===== src/rtl/fetch_if.sv =====
`default_nettype none
// ============================================================================
// Module      : fetch_if
// Description : Bundle of the fetch stage's memory, decoder and redirect
//               signals. The master modport is the fetch unit; the slave
//               modport is its environment (memory, decoder, branch unit).
//   Memory   : o_MemAddr, o_MemRead (out) / i_MemData (in)
//   Decoder  : o_Instr, o_InstrPC, o_Valid (out) / i_Ready (in)
//   Redirect : i_Redirect, i_Cond, i_Target, i_Z, i_S, i_C, i_OF (in)
//              o_Taken (out)
// Revision    : 1.0 - initial release
// ============================================================================
interface fetch_if #(
   parameter int ADDR_W  = 8,
   parameter int INSTR_W = 16
);
   logic [ADDR_W-1:0]  o_MemAddr;
   logic               o_MemRead;
   logic [INSTR_W-1:0] i_MemData;
   logic [INSTR_W-1:0] o_Instr;
   logic [ADDR_W-1:0]  o_InstrPC;
   logic               o_Valid;
   logic               i_Ready;
   logic               i_Redirect;
   logic [2:0]         i_Cond;
   logic [ADDR_W-1:0]  i_Target;
   logic               i_Z;
   logic               i_S;
   logic               i_C;
   logic               i_OF;
   logic               o_Taken;

   modport master (
      output o_MemAddr, o_MemRead, o_Instr, o_InstrPC, o_Valid, o_Taken,
      input  i_MemData, i_Ready, i_Redirect, i_Cond, i_Target,
             i_Z, i_S, i_C, i_OF
   );

   modport slave (
      input  o_MemAddr, o_MemRead, o_Instr, o_InstrPC, o_Valid, o_Taken,
      output i_MemData, i_Ready, i_Redirect, i_Cond, i_Target,
             i_Z, i_S, i_C, i_OF
   );
endinterface
`default_nettype wire


===== src/rtl/fetch_unit.sv =====
`default_nettype none
// ============================================================================
// Module      : fetch_unit
// Description : Instruction fetch stage. Owns the PC, issues reads to a
//               one-cycle-latency instruction memory, buffers returned words
//               in a 2-entry queue presented to the decoder (valid/ready),
//               and resolves flag-conditional redirects, flushing wrong-path
//               fetches.
//   i_CLK   : clock, rising edge
//   i_RST   : synchronous active-high reset
//   bus     : fetch_if.master (memory, decoder and redirect signals)
// Revision    : 1.0 - initial release
// ============================================================================
module fetch_unit #(
   parameter int                ADDR_W   = 8,
   parameter int                INSTR_W  = 16,
   parameter logic [ADDR_W-1:0] RESET_PC = '0
) (
   input  wire logic i_CLK,
   input  wire logic i_RST,
   fetch_if.master   bus
);

   // ------------------------------------------------------------------------
   // State
   // ------------------------------------------------------------------------
   logic [ADDR_W-1:0]  r_pc;
   logic [ADDR_W-1:0]  r_rd_pc;       // address of the read now inflight
   logic [1:0]         r_occ;
   logic               r_inflight;
   logic               r_squash;
   logic               r_taken;
   logic [INSTR_W-1:0] r_q_instr [0:1]; // entry 0 is the head
   logic [ADDR_W-1:0]  r_q_pc    [0:1];

   logic               w_cond_true;
   logic               w_taken;
   logic               w_pop;
   logic               w_push;
   logic               w_issue;
   logic [2:0]         w_need;
   logic [1:0]         w_base;

   // ------------------------------------------------------------------------
   // Redirect condition evaluation
   // ------------------------------------------------------------------------
   always_comb begin
      w_cond_true = 1'b0;
      case (bus.i_Cond)
         3'd0:    w_cond_true = 1'b1;
         3'd1:    w_cond_true = bus.i_Z;
         3'd2:    w_cond_true = !bus.i_Z;
         3'd3:    w_cond_true = bus.i_S;
         3'd4:    w_cond_true = bus.i_C;
         3'd5:    w_cond_true = !bus.i_C;
         3'd6:    w_cond_true = bus.i_OF;
         default: w_cond_true = 1'b0;
      endcase
   end

   assign w_taken = bus.i_Redirect && w_cond_true;
   assign w_pop   = (r_occ != 2'd0) && bus.i_Ready;

   // Entries that would be held after this cycle if a new read is added:
   // everything queued plus the word in flight, minus what leaves now.
   assign w_need  = {1'b0, r_occ} + {2'b00, r_inflight} - {2'b00, w_pop};
   assign w_issue = !i_RST && !w_taken && (w_need < 3'd2);

   // A push landing in the same cycle as a taken redirect is wrong-path.
   assign w_push  = r_inflight && !r_squash && !w_taken;

   // Slot the pushed word goes into once the popped head has shifted out.
   assign w_base  = r_occ - {1'b0, w_pop};

   // ------------------------------------------------------------------------
   // Sequential update
   // ------------------------------------------------------------------------
   always_ff @(posedge i_CLK) begin
      if (i_RST) begin
         r_pc         <= RESET_PC;
         r_rd_pc      <= '0;
         r_occ        <= 2'd0;
         r_inflight   <= 1'b0;
         r_squash     <= 1'b0;
         r_taken      <= 1'b0;
         r_q_instr[0] <= '0;
         r_q_instr[1] <= '0;
         r_q_pc[0]    <= '0;
         r_q_pc[1]    <= '0;
      end else begin
         r_taken    <= w_taken;
         r_squash   <= w_taken && r_inflight;
         r_inflight <= w_issue;

         if (w_taken) begin
            r_pc <= bus.i_Target;
         end else if (w_issue) begin
            r_pc <= r_pc + ADDR_W'(1);
         end

         if (w_issue) begin
            r_rd_pc <= r_pc;
         end

         if (w_taken) begin
            r_occ <= 2'd0;
         end else begin
            r_occ <= w_base + {1'b0, w_push};
            if (w_pop) begin
               r_q_instr[0] <= r_q_instr[1];
               r_q_pc[0]    <= r_q_pc[1];
            end
            // Later assignment overrides the shift when the push targets
            // the head slot.
            if (w_push) begin
               if (w_base == 2'd0) begin
                  r_q_instr[0] <= bus.i_MemData;
                  r_q_pc[0]    <= r_rd_pc;
               end else begin
                  r_q_instr[1] <= bus.i_MemData;
                  r_q_pc[1]    <= r_rd_pc;
               end
            end
         end
      end
   end

   // The issue rule keeps a push from ever meeting a full queue without a pop.
   always_ff @(posedge i_CLK) begin
      if (!i_RST && w_push && !w_pop) begin
         assert (r_occ != 2'd2);
      end
   end

   // ------------------------------------------------------------------------
   // Outputs
   // ------------------------------------------------------------------------
   assign bus.o_MemAddr = r_pc;
   assign bus.o_MemRead = w_issue;
   assign bus.o_Instr   = r_q_instr[0];
   assign bus.o_InstrPC = r_q_pc[0];
   assign bus.o_Valid   = (r_occ != 2'd0);
   assign bus.o_Taken   = r_taken;

endmodule
`default_nettype wire


===== src/flat_wrapper.sv =====
// flat-port wrapper written by rule: the top's interface ports become plain ports
module fetch_unit_flat 
#(
   parameter int                ADDR_W   = 8,
   parameter int                INSTR_W  = 16,
   parameter logic [ADDR_W-1:0] RESET_PC = '0
)
  (i_CLK, i_RST, bus_o_MemAddr, bus_o_MemRead, bus_o_Instr, bus_o_InstrPC, bus_o_Valid, bus_o_Taken, bus_i_MemData, bus_i_Ready, bus_i_Redirect, bus_i_Cond, bus_i_Target, bus_i_Z, bus_i_S, bus_i_C, bus_i_OF);
  fetch_if #(.ADDR_W(ADDR_W), .INSTR_W(INSTR_W)) bus_i ();
  input  wire logic i_CLK;
  input  wire logic i_RST;
  output wire logic [$bits(bus_i.o_MemAddr)-1:0] bus_o_MemAddr;
  output wire logic [$bits(bus_i.o_MemRead)-1:0] bus_o_MemRead;
  output wire logic [$bits(bus_i.o_Instr)-1:0] bus_o_Instr;
  output wire logic [$bits(bus_i.o_InstrPC)-1:0] bus_o_InstrPC;
  output wire logic [$bits(bus_i.o_Valid)-1:0] bus_o_Valid;
  output wire logic [$bits(bus_i.o_Taken)-1:0] bus_o_Taken;
  input wire logic [$bits(bus_i.i_MemData)-1:0] bus_i_MemData;
  input wire logic [$bits(bus_i.i_Ready)-1:0] bus_i_Ready;
  input wire logic [$bits(bus_i.i_Redirect)-1:0] bus_i_Redirect;
  input wire logic [$bits(bus_i.i_Cond)-1:0] bus_i_Cond;
  input wire logic [$bits(bus_i.i_Target)-1:0] bus_i_Target;
  input wire logic [$bits(bus_i.i_Z)-1:0] bus_i_Z;
  input wire logic [$bits(bus_i.i_S)-1:0] bus_i_S;
  input wire logic [$bits(bus_i.i_C)-1:0] bus_i_C;
  input wire logic [$bits(bus_i.i_OF)-1:0] bus_i_OF;
  assign bus_o_MemAddr = bus_i.o_MemAddr;
  assign bus_o_MemRead = bus_i.o_MemRead;
  assign bus_o_Instr = bus_i.o_Instr;
  assign bus_o_InstrPC = bus_i.o_InstrPC;
  assign bus_o_Valid = bus_i.o_Valid;
  assign bus_o_Taken = bus_i.o_Taken;
  assign bus_i.i_MemData = bus_i_MemData;
  assign bus_i.i_Ready = bus_i_Ready;
  assign bus_i.i_Redirect = bus_i_Redirect;
  assign bus_i.i_Cond = bus_i_Cond;
  assign bus_i.i_Target = bus_i_Target;
  assign bus_i.i_Z = bus_i_Z;
  assign bus_i.i_S = bus_i_S;
  assign bus_i.i_C = bus_i_C;
  assign bus_i.i_OF = bus_i_OF;
  fetch_unit #(.ADDR_W(ADDR_W), .INSTR_W(INSTR_W), .RESET_PC(RESET_PC)) u_core (.i_CLK(i_CLK), .i_RST(i_RST), .bus(bus_i));
endmodule

===== config.mk =====
export PLATFORM = sky130hd
export DESIGN_NAME = fetch_unit_flat
export DESIGN_NICKNAME = d
export VERILOG_FILES = /design/src/rtl/fetch_if.sv /design/src/rtl/fetch_unit.sv /design/src/flat_wrapper.sv
export SDC_FILE = /design/constraint.sdc
export NUM_CORES = 1
export LEC_CHECK = 0
export ABC_AREA = 1
export CAP_MARGIN = 15
export CORE_UTILIZATION = 50
export DETAILED_ROUTE_END_ITERATION = 8
export PLACE_DENSITY = 0.88
export SLEW_MARGIN = 40
export SYNTH_ARGS = -nofsm -noshare
export SYNTH_HDL_FRONTEND = slang
export SYNTH_SLANG_ARGS = --single-unit

===== constraint.sdc =====
create_clock -name i_CLK -period 11.9 [get_ports i_CLK]
set_clock_uncertainty 0.1 [all_clocks]
set_input_delay 3.57 -clock i_CLK [delete_from_list [all_inputs] [get_ports i_CLK]]
set_output_delay 3.57 -clock i_CLK [all_outputs]
set_load 0.1 [all_outputs]

==> results.md <==
- Start point of the critical path: bus_i_Ready
- Routed wire per std cell: 12.5 µm
- Pin slew with the least headroom to its limit: 0.633 ns
- Final count of hold timing violations: 0
- Max IR drop VDD: 0.207 mV
- Routed via count: 2,709
- Fill count: 588
- Proportion of layout cells with a drive suffix above 1: 0.194
- CTS clk-pin slew, worst paths: 0.07 ns
- Crit path to: bus_o_MemRead
- List of cells traversed by the critical path: clkdlybuf4s50_1 > nand2_1 > inv_1 > ha_1 > nor2_1 > fa_1 > nor2_1 > nand2_1 > inv_1 > nand3_4 > inv_1 > buf_2
- Inserted Clock Buffers: 9
- Status: finished, final reports clean
- Post-CTS setup repair buffer count: 0
- Vias in the first global route: 2,518
- Worst R2R Start: u_core.r_occ[1]
- Max Cap Viol: 0
- Number of distinct library cell variants in the gate-level netlist after synthesis: 29
- Clock sinks: 69
- Setup slack of the worst register-to-register path: 8.33 ns
- P&R area growth vs syn: 17.1%
- Row cnt: 30
- Critical Path Sink Type: output port
- Final core utilization: 0.610
- Number of nets in the finished design: 468
- Effective utilization at floorplan: 0.521
- Number of top-level pins: 70
- CTS tree: built
- Later-pin clock latency in the skew report: 0.34 ns
- R2r worst-path depth: 12
- Arrival @ worst endpoint: 6.17 ns
- Count of TritonRoute iterations in the first routing pass: 4
- Area of the die: 0.00746 mm²
- Setup repair after global routing missed its margin: no
- Gate count of the mapped netlist: 391
- Endpoints failing setup: 0
- Number of buffers added on ports: 69
- Top fanout value on the critical path: 16
- Total negative slack for setup checks: 0 ns
- Static leakage power: 1.78 nW
- Post-detailed-route DRC marker count: 0
- Number of gates given a new drive strength after cts: 0
- Synthesized cell area: 0.00356 mm²
- Worst setup path category: in -> out
- Max Root-Sink Buffers: 2
- Last weighted congestion value of the routability-driven placer: 0.805
- Critical Path Source Type: primary input
- Most repeated library cell on the critical path: inv_1
- Vertical die dimension: 86.4 µm
- Overall power of the completed layout: 1.15 mW
- Wire length of the first global-routing pass: 11,100 µm
- Crit path max-delay cell type: clkdlybuf4s50_1
- Root Buffer: clkbuf_8
- RR Endpoint: u_core.r_q_instr[0][15]
- Flip-flop and latch count after synthesis: 69
- Antenna violations before repair: 0
- Sequential cell area fraction in the yosys report: 0.523
- Core region area: 0.00683 mm²
- Critical path's largest stage delay: 0.45 ns
- Number of max-slew violations in the final report: 0
- 1st-iter DRT viols: 161
- Largest net degree at the start of global routing: 49
- Number of vias per cell: 5.11
- Synth warnings: 0
- Post-Syn Nets: 430
- Minimum clock period: 9.84 ns
- Worst hold slack across all endpoints: 0.394 ns
- Required time of the worst setup path: 8.23 ns
- PwrDens: 277 mW/mm²
- Drt total wl: 6620 µm
- Multi-input combinational cell area: 0.00121 mm²
- Max-slew headroom: 0.578
- Average footprint of a synthesized cell: 9.10 µm²
- Aggregate global-route resource usage: 0.192
- Antenna diode count: 0
- DP HPWL: 4390 µm
- Count of antenna-violating nets left after detailed routing: 0
- Hold Path Class: reg -> reg
- Global-route congestion overflow total: 0
- Final cycle utilization of the critical path: 0.827
- FF/Latch Area: 0.00186 mm²
- Maximum clock frequency: 0.102 GHz
- Die Wd: 86.4 µm
- H-Tree Level Count: 3
- Quantity of hold-fixing buffers added after cts: 0
flip-flops by register name, indices dropped and copies added, names as in the netlist:
register,count
u_core.r_q_pc,16
u_core.r_rd_pc,8
u_core.r_squash,1
u_core.r_occ,2
u_core.bus.o_Taken,1
u_core.r_q_instr,32
u_core.r_inflight,1
u_core.bus.o_MemAddr,8
logic make-up (layout without fill, tap and decap cells):
group           after synthesis  in the layout  synth area share
compound gates               43             43            0.0668
xor+xnor                      3              3           0.00738
fa+ha+maj                     4              4            0.0162
buf+inv                      92            135             0.141
flops                        69             69             0.523
simple gates                180            180             0.246
final cells by class:
class,instances,area share
clock buffer,9,0.0297
tap,96,0.0288
multi-input combinational,230,0.291
timing repair buffer,71,0.127
clock inverter,7,0.0330
sequential,69,0.447
inverter,48,0.0432
cell usage after synthesis (all sizes together):
| cell type | count | area, µm² |
|---|---|---|
| dfxtp | 21 | 420 |
| ha | 3 | 37.5 |
| nand3 | 26 | 160 |
| nand2 | 81 | 323 |
| nor2 | 45 | 219 |
| inv | 47 | 176 |
| edfxtp | 48 | 1440 |
| clkinv | 1 | 3.75 |
| nand4 | 25 | 156 |
| clkbuf | 2 | 7.51 |
| xor2 | 3 | 26.3 |
| and3 | 1 | 6.26 |
| fa | 1 | 20.0 |
| nor3 | 2 | 10.0 |
| buf | 42 | 314 |
| a21oi | 23 | 115 |
| o211ai | 2 | 28.8 |
| o21ai | 18 | 93.8 |
where the power goes:
group / leakage (nW) / internal, mW / switching, mW
Combinational: 0.976 / 0.0949 / 0.445
Clock: 0.131 / 0.160 / 0.0875
Sequential: 0.674 / 0.332 / 0.0352
Total: 1.78 / 0.587 / 0.567
how the worst min path moves through the flow:
stage,start,end,depth (start not counted)
detailed placement,u_core.r_rd_pc[2],u_core.r_rd_pc[2],2
CTS,u_core.r_rd_pc[2],u_core.r_rd_pc[2],2
global route,u_core.r_rd_pc[0],u_core.r_rd_pc[0],2
global placement,u_core.r_rd_pc[0],u_core.r_rd_pc[0],2
finish,u_core.r_rd_pc[0],u_core.r_rd_pc[0],2
floorplan,u_core.r_inflight,u_core.r_squash,2
per-stage QoR:
stage | instance area [µm²] | setup WS (ns) | std cells
global placement | 4070 | 1.39 | 514
global route | 4170 | 1.86 | 530
floorplan | 3560 | 2.57 | 391
finish | 4170 | 2.06 | 530
detailed placement | 3910 | 2.05 | 514
CTS | 4170 | 2.04 | 530
critical path: cells and delay by family:
kind | cells | cell delay (ns)
adder cells (fa/ha/maj) | 2 | 0.72
AND/OR/NAND/NOR | 5 | 0.60
buffers and inverters | 5 | 1.29
routing by layer:
layer | wire length (µm) | global-route usage
met1 | 2750 | 0.230
met2 | 3350 | 0.328
met3 | 439 | 0.0514
met4 | 79 | 0.0758
met5 | 0 | 0
layout by cell type (no fill, tap or decap), types with 4 or more instances in the layout:
master           instances
nand2_1                 78
edfxtp_1                48
inv_1                   46
buf_2                   35
clkdlybuf4s50_1         34
nand4_1                 25
a21oi_1                 23
nor2_1                  23
nand3_1                 22
nor2_2                  21
dfxtp_1                 21
o21ai_0                 17
clkbuf_8                 9
bufinv_16                4
Power figures use the tool's default switching activity.
